===== config.mk =====
export PLATFORM = sky130hd
export DESIGN_NAME = muldiv_seq
export DESIGN_NICKNAME = d
export VERILOG_FILES = /design/src/rtl/muldiv_pkg.sv /design/src/rtl/seq_divider.sv /design/src/rtl/muldiv_seq.sv
export SDC_FILE = /design/constraint.sdc
export NUM_CORES = 1
export LEC_CHECK = 0
export CORE_MARGIN = 2
export CORE_UTILIZATION = 65
export CTS_BUF_LIST = sky130_fd_sc_hd__clkbuf_16
export CTS_CLUSTER_DIAMETER = 100
export DETAILED_ROUTE_END_ITERATION = 8
export GPL_ROUTABILITY_DRIVEN = 0
export GPL_TIMING_DRIVEN = 1
export PLACE_DENSITY_LB_ADDON = 0.15
export SLEW_MARGIN = 15
export SYNTH_ARGS = -nofsm -noshare
export SYNTH_HDL_FRONTEND = slang
export SYNTH_SLANG_ARGS = --single-unit

===== constraint.sdc =====
create_clock -name clk -period 14.3 [get_ports clk]
set_clock_uncertainty 0.05 [all_clocks]
set_input_delay 2.145 -clock clk [delete_from_list [all_inputs] [get_ports clk]]
set_output_delay 2.145 -clock clk [all_outputs]
set_load 0.02 [all_outputs]

===== src/rtl/muldiv_pkg.sv =====
`default_nettype none
// ============================================================================
//  Module      : muldiv_pkg
//  Description : Shared FSM state encoding and rounding-mode constants for
//                the sequential multiply-divide block.
//  Revision    : 1.0 - initial release
// ============================================================================
package muldiv_pkg;

    // Controller state encoding
    typedef logic [1:0] state_t;

    localparam state_t c_IDLE = 2'd0;
    localparam state_t c_MUL  = 2'd1;
    localparam state_t c_DIV  = 2'd2;
    localparam state_t c_DONE = 2'd3;

    // Rounding mode selected by din_mode
    localparam logic c_TRUNC = 1'b0;
    localparam logic c_ROUND = 1'b1;

endpackage : muldiv_pkg
`default_nettype wire


===== src/rtl/seq_divider.sv =====
`default_nettype none
// ============================================================================
//  Module      : seq_divider
//  Description : Restoring divider, 2W-bit dividend by W-bit divisor. One
//                quotient bit per clock, MSB first; the first bit is resolved
//                on the start edge so 2W bits finish 2W-1 edges later.
//  Revision    : 1.0 - initial release
// ============================================================================
module seq_divider #(
    parameter int W = 8
) (
    input  logic           clk,
    input  logic           rst,
    input  logic           start,
    input  logic [2*W-1:0] dividend,
    input  logic [W-1:0]   divisor,
    output logic           busy,
    output logic           done,
    output logic [2*W-1:0] quotient,
    output logic [W-1:0]   remainder
);

    localparam int            CW       = $clog2(2 * W);
    localparam logic [CW-1:0] c_STEPS  = CW'(2 * W - 1);
    localparam logic [CW-1:0] c_ONE    = CW'(1);

    logic [W-1:0]   r_rem;
    logic [2*W-1:0] r_dvd;
    logic [W-1:0]   r_dsr;
    logic [CW-1:0]  r_cnt;
    logic           r_busy;
    logic           r_done;

    logic [W-1:0]   w_src_rem;
    logic [2*W-1:0] w_src_dvd;
    logic [W-1:0]   w_src_dsr;
    logic [W:0]     w_trial;
    logic [W:0]     w_diff;
    logic           w_ge;
    logic [W-1:0]   w_rem_nxt;
    logic [2*W-1:0] w_dvd_nxt;

    // One restoring step; on start it operates on the fresh operands
    always_comb begin
        w_src_rem = start ? '0       : r_rem;
        w_src_dvd = start ? dividend : r_dvd;
        w_src_dsr = start ? divisor  : r_dsr;
        w_trial   = {w_src_rem, w_src_dvd[2*W-1]};
        w_ge      = (w_trial >= {1'b0, w_src_dsr});
        w_diff    = w_trial - {1'b0, w_src_dsr};
        // The partial remainder stays below the divisor, so W bits suffice
        w_rem_nxt = w_ge ? w_diff[W-1:0] : w_trial[W-1:0];
        // Dividend bits shift out the top while quotient bits enter the bottom
        w_dvd_nxt = {w_src_dvd[2*W-2:0], w_ge};
    end

    // Iteration registers and step counter
    always_ff @(posedge clk or posedge rst) begin
        if (rst) begin
            r_rem  <= '0;
            r_dvd  <= '0;
            r_dsr  <= '0;
            r_cnt  <= '0;
            r_busy <= 1'b0;
            r_done <= 1'b0;
        end else if (start) begin
            r_rem  <= w_rem_nxt;
            r_dvd  <= w_dvd_nxt;
            r_dsr  <= divisor;
            r_cnt  <= c_STEPS;
            r_busy <= 1'b1;
            r_done <= 1'b0;
        end else if (r_busy) begin
            r_rem <= w_rem_nxt;
            r_dvd <= w_dvd_nxt;
            r_cnt <= r_cnt - c_ONE;
            if (r_cnt == c_ONE) begin
                r_busy <= 1'b0;
                r_done <= 1'b1;
            end
        end
    end

    assign busy      = r_busy;
    assign done      = r_done;
    assign quotient  = r_dvd;
    assign remainder = r_rem;

endmodule : seq_divider
`default_nettype wire


===== src/rtl/muldiv_seq.sv =====
`default_nettype none
// ============================================================================
//  Module      : muldiv_seq
//  Description : Sequential y = (a*b)/c with optional round-half-up,
//                quotient saturation and divide-by-zero flagging.
//                Valid/ready handshake on both sides, one operation in flight.
//  Revision    : 1.0 - initial release
// ============================================================================
module muldiv_seq
    import muldiv_pkg::*;
#(
    parameter int W      = 8,
    parameter int SAT_EN = 1
) (
    input  logic         clk,
    input  logic         rst,
    input  logic [W-1:0] din_a,
    input  logic [W-1:0] din_b,
    input  logic [W-1:0] din_c,
    input  logic         din_mode,
    input  logic         din_vld,
    output logic         din_rdy,
    output logic [W-1:0] dout_y,
    output logic         dout_sat,
    output logic         dout_dz,
    output logic         dout_vld,
    input  logic         dout_rdy
);

    state_t r_state;
    state_t w_state_nxt;

    logic [W-1:0]   r_a;
    logic [W-1:0]   r_b;
    logic [W-1:0]   r_c;
    logic           r_mode;
    logic [W-1:0]   r_y;
    logic           r_sat;
    logic           r_dz;

    logic           w_accept;
    logic           w_c_zero;
    logic           w_div_start;
    logic           w_div_busy;
    logic           w_div_done;
    logic           w_div_fin;
    logic [2*W-1:0] w_prod;
    logic [2*W-1:0] w_quo;
    logic [W-1:0]   w_rem;
    logic           w_round_up;
    logic [2*W-1:0] w_q_fin;
    logic           w_sat;
    logic [W-1:0]   w_y_fin;

    assign w_c_zero  = (r_c == '0);
    assign w_div_fin = w_div_done && !w_div_busy;

    // Full-width product of the registered operands, formed during MUL
    assign w_prod = {{W{1'b0}}, r_a} * {{W{1'b0}}, r_b};

    // State register
    always_ff @(posedge clk or posedge rst) begin
        if (rst) begin
            r_state <= c_IDLE;
        end else begin
            r_state <= w_state_nxt;
        end
    end

    // Next-state logic
    always_comb begin
        w_state_nxt = r_state;
        case (r_state)
            c_IDLE:  if (din_vld)   w_state_nxt = c_MUL;
            c_MUL:   w_state_nxt = w_c_zero ? c_DONE : c_DIV;
            c_DIV:   if (w_div_fin) w_state_nxt = c_DONE;
            c_DONE:  if (dout_rdy)  w_state_nxt = c_IDLE;
            default: w_state_nxt = c_IDLE;
        endcase
    end

    // State-decoded handshake and divider control
    always_comb begin
        din_rdy     = (r_state == c_IDLE);
        dout_vld    = (r_state == c_DONE);
        w_accept    = (r_state == c_IDLE) && din_vld;
        w_div_start = (r_state == c_MUL) && !w_c_zero;
    end

    seq_divider #(
        .W (W)
    ) u_div (
        .clk       (clk),
        .rst       (rst),
        .start     (w_div_start),
        .dividend  (w_prod),
        .divisor   (r_c),
        .busy      (w_div_busy),
        .done      (w_div_done),
        .quotient  (w_quo),
        .remainder (w_rem)
    );

    // Round half up: 2r >= c, compared at W+1 bits so 2r cannot overflow
    always_comb begin
        w_round_up = (r_mode == c_ROUND) && ({w_rem, 1'b0} >= {1'b0, r_c});
        w_q_fin    = w_quo + {{(2*W-1){1'b0}}, w_round_up};
        w_sat      = |w_q_fin[2*W-1:W];
        w_y_fin    = (w_sat && (SAT_EN != 0)) ? {W{1'b1}} : w_q_fin[W-1:0];
    end

    // Operand capture on accept and result capture on entry to DONE
    always_ff @(posedge clk or posedge rst) begin
        if (rst) begin
            r_a    <= '0;
            r_b    <= '0;
            r_c    <= '0;
            r_mode <= c_TRUNC;
            r_y    <= '0;
            r_sat  <= 1'b0;
            r_dz   <= 1'b0;
        end else begin
            if (w_accept) begin
                r_a    <= din_a;
                r_b    <= din_b;
                r_c    <= din_c;
                r_mode <= din_mode;
            end
            if ((r_state == c_MUL) && w_c_zero) begin
                r_y   <= {W{1'b1}};
                r_sat <= 1'b0;
                r_dz  <= 1'b1;
            end else if ((r_state == c_DIV) && w_div_fin) begin
                r_y   <= w_y_fin;
                r_sat <= w_sat;
                r_dz  <= 1'b0;
            end
        end
    end

    assign dout_y   = r_y;
    assign dout_sat = r_sat;
    assign dout_dz  = r_dz;

endmodule : muldiv_seq
`default_nettype wire


==> results.json <==
{
  "die_area_um2": 10290,
  "place_hpwl_um": 9408,
  "synth_top_area_share_pct": 30.41,
  "grt_usage_pct": 27.24,
  "area_growth_syn_to_layout_pct": 13.14,
  "synth_seq_cells": 75,
  "drcViolationCount": 0,
  "finalCriticalPeriod_ns": 6.036,
  "rows": 35,
  "hold_path.startpoint": "dout_dz$_DFFE_PP0P_",
  "synth_nets": 772,
  "cts_made_buffers": 9,
  "grt_pass1_vias": 4663,
  "cts_resized": 0,
  "io-pin-count": 41,
  "ff_latch_area_um2": 1877,
  "drive_gt1_share_pct": 8.828,
  "fp.dieW_um": 101.4,
  "avgSynthCellArea_um2": 9.538,
  "worst_slack_ns": 8.264,
  "synthFlopType": "dfrtp_1",
  "rrSetupSlack_ns": 8.26,
  "cts_max_level": 3,
  "finalHoldViolCount": 0,
  "outcome": "finished clean",
  "die_y_um": 101.4,
  "rsz0062_at_grt": "false",
  "start_kind": "register",
  "fin_setup_tns_ns": 0,
  "worstSetupPathType": "reg2reg",
  "pre_cts_slack_ns": 8.422,
  "clkLatencyLatePin_ns": 0.34,
  "r2r_start": "r_a[0]$_DFFE_PP0P_",
  "clk_pin_slew_worst_paths_ns": 0.07,
  "cap_violations": 0,
  "vias": 4746,
  "cts_max_path_buffers": 2,
  "slew_headroom_pct": 26.56,
  "tritoncts": "done",
  "reg2reg_to": "u_div.remainder[6]$_DFFE_PP0P_",
  "cts_setup_buffers": 0,
  "seq_area_frac_synth_pct": 30.41,
  "arrival_ns": 6.20,
  "first_pass_iters": 5,
  "ys_warn_count": 0,
  "synth_top_area_cell": "dfrtp_1",
  "fin_nets": 811,
  "cts.sinks": 75,
  "grt_antenna_before_repair": 0,
  "routed_via_density": 5.788,
  "wl_per_cell_um": 15.75,
  "coreArea_um2": 9240,
  "fmax_ghz": 0.1657,
  "syn_inst": 647,
  "critPathCaptureType": "register",
  "n_antenna_cell": 0,
  "async_flop_share_pct": 100.0,
  "grt-ovfl-total": 0,
  "min-delay-path-class": "reg2reg",
  "postRouteAntennaNets": 0,
  "drtIter0Drc": 334,
  "finalMaxSlewViolations": 0,
  "drt_wl_total_um": 12920,
  "yosys-top-cells-area": "dfrtp_1, fa_1, ha_1",
  "cts-root-buf": "clkbuf_16",
  "hold_end": "dout_dz$_DFFE_PP0P_",
  "rr_worst_depth": 22,
  "path_max_fanout": 9,
  "portBuffers": 40,
  "fillCellCount": 659,
  "synth_edf_count": 0,
  "cts_hold_buf": 0,
  "grt_max_degree": 76,
  "worst_pin_slew_ns": 1.099,
  "final-setup-viol-count": 0,
  "multiInputGateArea_um2": 3941,
  "required_ns": 14.47,
  "min_period_over_period_pct": 42.21,
  "grt_pass1_wl_um": 22020,
  "synth_cell_type_count": 62,
  "start_util_pct": 66.78,
  "syn_area_um2": 6171,
  "holdPathStages": 2
}
==> cell families (layout without fill, tap and decap cells) <==
logic type	after synthesis	in the layout	share of synthesized area [%]
muxes	39	39	6.894
buffers and inverters	93	137	5.779
AOI/OAI and AO/OA	114	114	12.25
adders and majority gates	96	96	23.97
DFF	75	75	30.41
and+or+nand+nor	212	212	18.15
xor gates and xnor gates	18	18	2.555
==> metal layers <==
| layer | part of all wire (%) | vias up | track usage [%] | routed length, um |
|---|---|---|---|---|
| li1 | - | 2273 | - | - |
| met1 | 46 | 2336 | 38.45 | 5938 |
| met2 | 48 | 117 | 43.61 | 6176 |
| met3 | 4.5 | 20 | 3.796 | 581 |
| met4 | 1.7 | 0 | 9.252 | 219 |
| met5 | 0 | - | 0 | 0 |
==> worst max path at each step <==
| stage | from | to | slack [ns] |
|---|---|---|---|
| 2_1_floorplan | r_b[7]$_DFFE_PP0P_ | u_div.remainder[2]$_DFFE_PP0P_ | 8.80 |
| 3_3_place_gp | r_a[0]$_DFFE_PP0P_ | u_div.remainder[2]$_DFFE_PP0P_ | 8.55 |
| 3_5_place_dp | r_a[0]$_DFFE_PP0P_ | u_div.remainder[6]$_DFFE_PP0P_ | 8.42 |
| 4_1_cts | r_a[0]$_DFFE_PP0P_ | u_div.remainder[6]$_DFFE_PP0P_ | 8.31 |
| 5_1_grt | r_a[0]$_DFFE_PP0P_ | u_div.remainder[6]$_DFFE_PP0P_ | 7.93 |
| 6_report | r_a[0]$_DFFE_PP0P_ | u_div.remainder[6]$_DFFE_PP0P_ | 8.26 |
==> synth_stat cells (4+ instances only) <==
master	instances
fa_1	37
or2_2	4
ha_1	59
a21oi_1	30
mux2_2	28
xnor2_1	13
xor2_1	5
nand4_1	6
nand3_1	9
o21ai_0	27
nor4_1	4
dfrtp_1	75
and2_1	63
nor2_1	26
a211oi_1	5
mux2i_1	11
clkbuf_1	9
o21a_1	6
a21o_1	5
and3_1	6
buf_2	6
o211ai_1	4
nand2_1	70
nor2b_1	5
nand2b_1	5
o2111ai_1	4
inv_1	77
==> placed cells by master (no fill, tap or decap), drive strengths merged, types with 6 or more instances in the layout <==
cell           netlist  layout
clkbuf               9       9
xnor2               13      13
inv                 77      81
and3                 7       7
nor2                26      26
dfrtp               75      75
mux2                28      28
o21ai               27      27
a21oi               31      31
nand2               70      70
clkdlybuf4s50        0      40
ha                  59      59
and2                63      63
o21a                 6       6
fa                  37      37
nand3                9       9
nand4                6       6
mux2i               11      11
nor2b                6       6
==> sequential cells by signal, indices dropped and copies added, names as in the netlist <==
signal / flops
u_div.quotient: 16
dout_y: 8
r_a: 8
r_b: 8
r_c: 8
u_div.r_dsr: 8
u_div.remainder: 8
u_div.r_cnt: 4
r_state: 2
dout_dz: 1
dout_sat: 1
r_mode: 1
u_div.busy: 1
u_div.done: 1
==> area by class of cell <==
cell class              instances  share of cell area (%)
flip-flops and latches         75                   26.88
clock buffers                   9                   3.226
multi-input cells             479                   56.45
well taps                     129                   2.312
repair buffers                 44                   6.165
inverters                      77                   4.140
clock inverters                 7                  0.8244
==> per-stage QoR <==
step	util, %	area [um^2]	cells	hold WS (ns)
after floorplan	-	6171	647	0.4136
after global placement	72.50	6699	804	0.4118
after detailed placement	72.50	6699	804	0.4281
after CTS	75.56	6982	820	0.4507
after global routing	75.56	6982	820	0.4983
final	75.56	6982	820	0.4458
==> critical path: stages (launching register included) <==
cell	delay (ns)
dfrtp_1	0.49
nand2_1	0.14
fa_1	0.52
fa_1	0.55
inv_1	0.06
fa_1	0.53
inv_1	0.05
fa_1	0.52
inv_1	0.04
ha_1	0.33
o21a_1	0.18
o31ai_1	0.11
or4_1	0.42
a311o_1	0.34
o211ai_1	0.10
ha_1	0.23
fa_1	0.22
nor2b_1	0.06
o31ai_1	0.29
a21boi_0	0.18
or3_1	0.32
o2111ai_1	0.08
nand3_1	0.10
Power is not shown: default switching activity piles up to over one toggle a cycle in this logic, so the estimate is an artifact.
